**src/rtl/vga_pkg.sv**
```systemverilog
// Shared VGA constants: default 640x480@60 timing, TinyVGA PMOD bit positions,
// the 2-2-2 colour type and a bit-width helper for counter sizing.
package vga_pkg;

  localparam int H_ACTIVE_DEF = 640;
  localparam int H_FP_DEF     = 16;
  localparam int H_SYNC_DEF   = 96;
  localparam int H_BP_DEF     = 48;
  localparam int V_ACTIVE_DEF = 480;
  localparam int V_FP_DEF     = 10;
  localparam int V_SYNC_DEF   = 2;
  localparam int V_BP_DEF     = 33;

  // TinyVGA PMOD byte: {hsync, b0, g0, r0, vsync, b1, g1, r1}
  localparam int PMOD_HS = 7;
  localparam int PMOD_B0 = 6;
  localparam int PMOD_G0 = 5;
  localparam int PMOD_R0 = 4;
  localparam int PMOD_VS = 3;
  localparam int PMOD_B1 = 2;
  localparam int PMOD_G1 = 1;
  localparam int PMOD_R1 = 0;

  typedef struct packed {
    logic [1:0] r;
    logic [1:0] g;
    logic [1:0] b;
  } rgb222_t;

  // Bits needed to hold values 0..max_val (never less than 1).
  function automatic int width_for(input int max_val);
    return (max_val < 2) ? 1 : $clog2(max_val + 1);
  endfunction

endpackage

```
**src/rtl/vga_delay_line.sv**
```systemverilog
// Generic WIDTH x DEPTH shift register, loaded with rst_val on synchronous
// active-low reset; DEPTH=0 collapses to a wire.
module vga_delay_line #(
  parameter int WIDTH = 1,
  parameter int DEPTH = 1
) (
  input  logic             clk,
  input  logic             sys_rst,
  input  logic [WIDTH-1:0] rst_val,
  input  logic [WIDTH-1:0] din,
  output logic [WIDTH-1:0] dout
);

  generate
    if (DEPTH == 0) begin : g_wire
      logic unused_ok;
      assign unused_ok = ^{clk, sys_rst, rst_val};
      assign dout      = din;
    end else begin : g_pipe
      logic [WIDTH-1:0] stage [DEPTH];

      always_ff @(posedge clk) begin
        if (!sys_rst) begin
          for (int i = 0; i < DEPTH; i++) stage[i] <= rst_val;
        end else begin
          stage[0] <= din;
          for (int i = 1; i < DEPTH; i++) stage[i] <= stage[i-1];
        end
      end

      assign dout = stage[DEPTH-1];
    end
  endgenerate

endmodule

```
**src/rtl/vga_timing_pmod.sv**
```systemverilog
// Parametrised VGA timing generator with syncs aligned to the render pipeline and a
// registered TinyVGA PMOD byte. Define VGA_FRAME_CNT_EN to add the frame_cnt output.
module vga_timing_pmod
  import vga_pkg::*;
#(
  parameter int H_ACTIVE    = H_ACTIVE_DEF,
  parameter int H_FP        = H_FP_DEF,
  parameter int H_SYNC      = H_SYNC_DEF,
  parameter int H_BP        = H_BP_DEF,
  parameter int V_ACTIVE    = V_ACTIVE_DEF,
  parameter int V_FP        = V_FP_DEF,
  parameter int V_SYNC      = V_SYNC_DEF,
  parameter int V_BP        = V_BP_DEF,
  parameter int HSYNC_POL   = 0,
  parameter int VSYNC_POL   = 0,
  parameter int ADDR_W      = 10,
  parameter int PIX_DIV     = 1,
  parameter int COLOR_DELAY = 1
) (
  input  logic              clk,
  input  logic              sys_rst,
  input  logic [5:0]        rgb_in,
  output logic [ADDR_W-1:0] haddr,
  output logic [ADDR_W-1:0] vaddr,
  output logic              display_on,
  output logic              pix_en,
  output logic              line_start,
  output logic              frame_start,
  output logic [7:0]        vga_pmod
`ifdef VGA_FRAME_CNT_EN
  ,
  output logic [7:0]        frame_cnt
`endif
);

  localparam int H_TOTAL  = H_ACTIVE + H_FP + H_SYNC + H_BP;
  localparam int V_TOTAL  = V_ACTIVE + V_FP + V_SYNC + V_BP;
  localparam int HS_START = H_ACTIVE + H_FP;
  localparam int HS_END   = HS_START + H_SYNC;
  localparam int VS_START = V_ACTIVE + V_FP;
  localparam int VS_END   = VS_START + V_SYNC;
  localparam int DIV_W    = width_for(PIX_DIV - 1);

  localparam logic [DIV_W-1:0]  DIV_LAST = DIV_W'(PIX_DIV - 1);
  localparam logic [ADDR_W-1:0] H_LAST   = ADDR_W'(H_TOTAL - 1);
  localparam logic [ADDR_W-1:0] V_LAST   = ADDR_W'(V_TOTAL - 1);
  localparam logic              HS_ON    = 1'(HSYNC_POL);
  localparam logic              VS_ON    = 1'(VSYNC_POL);

  generate
    if (!(PIX_DIV == 1 || PIX_DIV == 2 || PIX_DIV == 4)) begin : g_bad_div
      $error("vga_timing_pmod: PIX_DIV must be 1, 2 or 4");
    end
    if (COLOR_DELAY < 0 || COLOR_DELAY > 4) begin : g_bad_delay
      $error("vga_timing_pmod: COLOR_DELAY must be in 0..4");
    end
    if (ADDR_W < width_for(H_TOTAL - 1) || ADDR_W < width_for(V_TOTAL - 1)) begin : g_bad_addr
      $error("vga_timing_pmod: ADDR_W too narrow for H_TOTAL/V_TOTAL");
    end
  endgenerate

  logic [DIV_W-1:0] div_cnt;
  logic             h_last;
  logic             v_last;
  logic             hs_raw;
  logic             vs_raw;
  logic             hs;
  logic             vs;
  logic [2:0]       align_q;
  logic             hs_d;
  logic             vs_d;
  logic             de_d;
  rgb222_t          px;
  logic [7:0]       pmod_next;

  assign pix_en      = (div_cnt == DIV_LAST) && sys_rst;
  assign h_last      = (haddr == H_LAST);
  assign v_last      = (vaddr == V_LAST);
  assign line_start  = pix_en && (haddr == '0);
  assign frame_start = line_start && (vaddr == '0);

  always_ff @(posedge clk) begin
    if (!sys_rst) begin
      div_cnt <= '0;
      haddr   <= '0;
      vaddr   <= '0;
    end else begin
      div_cnt <= (div_cnt == DIV_LAST) ? '0 : div_cnt + 1'b1;
      if (pix_en) begin
        if (h_last) begin
          haddr <= '0;
          vaddr <= v_last ? '0 : vaddr + 1'b1;
        end else begin
          haddr <= haddr + 1'b1;
        end
      end
    end
  end

  assign display_on = (32'(haddr) < H_ACTIVE) && (32'(vaddr) < V_ACTIVE);
  assign hs_raw     = (32'(haddr) >= HS_START) && (32'(haddr) < HS_END);
  assign vs_raw     = (32'(vaddr) >= VS_START) && (32'(vaddr) < VS_END);
  assign hs         = hs_raw ? HS_ON : ~HS_ON;
  assign vs         = vs_raw ? VS_ON : ~VS_ON;

  // Syncs and blanking ride alongside the render pipeline so they meet rgb_in together.
  vga_delay_line #(
    .WIDTH (3),
    .DEPTH (COLOR_DELAY)
  ) u_align (
    .clk     (clk),
    .sys_rst (sys_rst),
    .rst_val ({~HS_ON, ~VS_ON, 1'b0}),
    .din     ({hs, vs, display_on}),
    .dout    (align_q)
  );

  assign {hs_d, vs_d, de_d} = align_q;
  assign px = rgb_in;

  always_comb begin
    pmod_next          = '0;
    pmod_next[PMOD_HS] = hs_d;
    pmod_next[PMOD_VS] = vs_d;
    if (de_d) begin
      pmod_next[PMOD_R0] = px.r[0];
      pmod_next[PMOD_G0] = px.g[0];
      pmod_next[PMOD_B0] = px.b[0];
      pmod_next[PMOD_R1] = px.r[1];
      pmod_next[PMOD_G1] = px.g[1];
      pmod_next[PMOD_B1] = px.b[1];
    end
  end

  always_ff @(posedge clk) begin
    if (!sys_rst) begin
      vga_pmod          <= '0;
      vga_pmod[PMOD_HS] <= ~HS_ON;
      vga_pmod[PMOD_VS] <= ~VS_ON;
    end else begin
      vga_pmod <= pmod_next;
    end
  end

`ifdef VGA_FRAME_CNT_EN
  always_ff @(posedge clk) begin
    if (!sys_rst) begin
      frame_cnt <= '0;
    end else if (pix_en && h_last && v_last) begin
      frame_cnt <= frame_cnt + 8'd1;
    end
  end
`endif

endmodule

```
**config.mk**
```make
export PLATFORM = sky130hd
export DESIGN_NAME = vga_timing_pmod
export DESIGN_NICKNAME = d
export VERILOG_FILES = /design/src/rtl/vga_pkg.sv /design/src/rtl/vga_delay_line.sv /design/src/rtl/vga_timing_pmod.sv
export SDC_FILE = /design/constraint.sdc
export NUM_CORES = 1
export LEC_CHECK = 0
export ABC_AREA = 1
export CORE_MARGIN = 1
export CORE_UTILIZATION = 52
export DETAILED_ROUTE_END_ITERATION = 12
export PLACE_DENSITY = 0.81
export SYNTH_ARGS = -nofsm -noshare
export SYNTH_HDL_FRONTEND = slang
export SYNTH_HIERARCHICAL = 1
export SYNTH_SLANG_ARGS = --single-unit
```
**constraint.sdc**
```tcl
create_clock -name clk -period 1.9 [get_ports clk]
set_input_delay 0.19 -clock clk [delete_from_list [all_inputs] [get_ports clk]]
set_output_delay 0.19 -clock clk [all_outputs]
set_load 0.01 [all_outputs]
```
==> out/metrics.yaml <==
p_leak_uw: 0.000978
syn_avg_cell_area_um2: 6.60
hp-class: "primary input to register"
async_flop_share_pct: 0
die-area_um2: 3340
root_buffer: "clkbuf_4"
layout-drive-gt1-share_pct: 13.0
finalPower_uw: 1340
clock-skew-final_ps: 10.1
power_frac_clock_pct: 40.0
finalWirelength_um: 3850
max_stage_delay_ps: 540
slew_violations: 0
clockBufferDepth: 2
ant_nets: 0
drcViolationCount: 2
syn-cell-area_um2: 1620
crit_chain: "inv_1 > nand2_2 > clkinv_2 > buf_4 > clkdlybuf4s50_1"
grt_pass1_vias: 1499
setup_viol: 0
fill_cells: 232
antenna_found_initial: 0
grt_start_max_net_pins: 12
grtUsageTotal_pct: 26.3
drt-initial-drc-count: 118
synth_edf_count: 0
gp_congestion: 0.886
switchingPower_uw: 324
hpwl_um: 2860
cp.required_ps: 1710
ys_warn_count: 6
syn_inst: 245
critPathMaxFanout: 6
overflow: 0
wl_per_cell_um: 11.6
finalCritPeriodShare_pct: 94.8
rsz0062_at_grt: "false"
clock_latency_ps: 350
irDropWorstVdd_mv: 0.382
antenna_cells: 0
synth_top_area_share_pct: 39.6
cp-end-kind: "output port"
start_kind: "register"
die_h_um: 57.8
internal_power_uw: 1020
status: "finished with violations"
swShare_pct: 24.2
vias: 1643
grt_pass1_wl_um: 6590
place_ws_ps: -41.8
worstPathArrival_ps: 1610
setup_ws_ps: 99.7
yosys.area.top_type: "dfxtp_1"
first_pass_iters: 8
tritoncts: "done"
crit_type: "register to output port"
regArea_um2: 642
pwr-share-comb_pct: 8.1
p_seq_share_pct: 51.8
yosysUniqueCellTypes: 28
fmax_mhz: 555
hold_violations: 0
synth_flop_cell: "dfxtp_1"
finalNetCount: 311
crit_path_top_delay_cell: "clkdlybuf4s50_1"
htree_num_levels: 2
start_util_pct: 56.7
cts_num_sinks: 32
cts_buffers: 5
tns_ps: 0
core_um2: 2850
syn2layout_area_growth_pct: 35.6
synth.yosys.seq_area_share_pct: 39.6
die_w_um: 57.8
io_pins: 40
synth-seq-cells: 32
final_period_minus_worst_setup_slack_ps: 1800
multi_input_area_um2: 806
powerDensity_nw_per_um2: 612
cts.clk_slew.worst_paths_ps: 110
rows: 19
post_drt_via_cell_ratio: 4.96
violations: "DRC"
synth_area_leaders: "dfxtp_1 (40%), nand2_1 (14%), inv_1 (8.8%)"
max_cap_viol_count: 0
port_buffers: 39
==> layout by cell type, fill, tap and decap left out, types with 2 or more instances in the layout <==
cell | Yosys | layout
a21oi_1 | 5 | 5
buf_4 | 1 | 10
clkbuf_4 | 0 | 5
clkdlybuf4s50_1 | 0 | 36
clkinv_2 | 1 | 2
conb_1 | 2 | 4
dfxtp_1 | 32 | 31
dlygate4sd2_1 | 0 | 2
ha_1 | 4 | 4
inv_1 | 38 | 38
inv_2 | 3 | 3
nand2_1 | 59 | 59
nand2_2 | 3 | 3
nand3_1 | 21 | 21
nand4_1 | 6 | 6
nor2_1 | 38 | 37
nor2_2 | 3 | 4
nor3_1 | 8 | 6
nor3_2 | 0 | 2
o21ai_0 | 5 | 5
o21ai_1 | 3 | 3
or2_2 | 2 | 2
==> power by group through the flow <==
stage	clock (uW)	combinational, uW	sequential [uW]
floorplan	0	44.3	717
global placement	0	108	710
detailed placement	0	110	711
CTS	545	109	696
global route	578	121	697
finish	537	109	695
==> Yosys cell counts (2+ instances only) <==
cell,count
nand2_1,59
conb_1,2
nand3_1,21
dfxtp_1,32
nor2_2,3
buf_2,2
inv_1,38
o21ai_0,5
nand2_2,3
ha_1,4
nor3_1,8
nor2_1,38
o21ai_1,3
or2_2,2
nand4_1,6
inv_2,3
a21oi_1,5
==> cell families (layout without fill, tap and decap cells) <==
group / count (synthesis) / in the layout / share of synthesized area (%)
AO/OA/AOI/OAI: 17 / 17 / 6.19
XOR/XNOR: 1 / 1 / 0.542
adder cells (fa/ha/maj): 4 / 4 / 3.10
buffers and inverters: 47 / 100 / 12.2
flip-flops: 32 / 32 / 39.6
other: 2 / 4 / 0.465
AND/OR/NAND/NOR: 142 / 142 / 37.9
==> sequential cells by signal (all words and copies together) (netlist names) <==
register	count
haddr	10
vaddr	10
vga_pmod	8
u_align/g_pipe.stage	3
div_cnt	1
==> metal layers <==
layer | routed length [um] | track usage [%] | vias to the layer above
met5 | 0 | 0 | -
met4 | 74 | 9.18 | 0
met3 | 244 | 7.59 | 8
met2 | 1750 | 42.4 | 48
met1 | 1780 | 33.8 | 718
li1 | - | - | 869
==> what timing repair did <==
action | CTS | global route
setup buffers | 0 | 0
hold buffers | 0 | 0
setup endpoints to repair | 3 | 1
gates resized for setup | 8 | 2
pin swaps | 0 | 0
==> cell type report <==
type                            count  area share [%]
Clock buffer                        5            1.71
Clock inverter                      3            1.94
Inverter                           43            7.65
Multi-Input combinational cell    168            36.8
Sequential cell                    32            29.3
Tap cell                           31            1.77
Timing Repair Buffer               49            20.9
==> worst paths after layout <==
| path | from | to | slack [ps] | cells past startpoint |
|---|---|---|---|---|
| max | div_cnt | pix_en | 100 | 5 |
| min | rgb_in[0] | vga_pmod[6] | 350 | 3 |
| max reg2reg | haddr[1] | vaddr[2] | 390 | 9 |
| min reg2reg | u_align/g_pipe.stage[0][1] | vga_pmod[3] | 420 | 1 |
==> metrics by stage <==
stage	instances	instance area (um^2)	hold slack (ps)	util [%]
floorplan	247	1620	296	-
global placement	323	2100	393	73.6
detailed placement	323	2100	409	73.6
CTS	331	2190	338	76.8
global route	331	2190	345	76.8
finish	331	2190	346	76.8
==> critical path, delay by kind of cell, from the launching register on <==
kind          cells  cell delay [ps]
buf+inv           4              840
flops             1              340
simple gates      1               80
No activity file was read; power rests on OpenSTA's default activity.
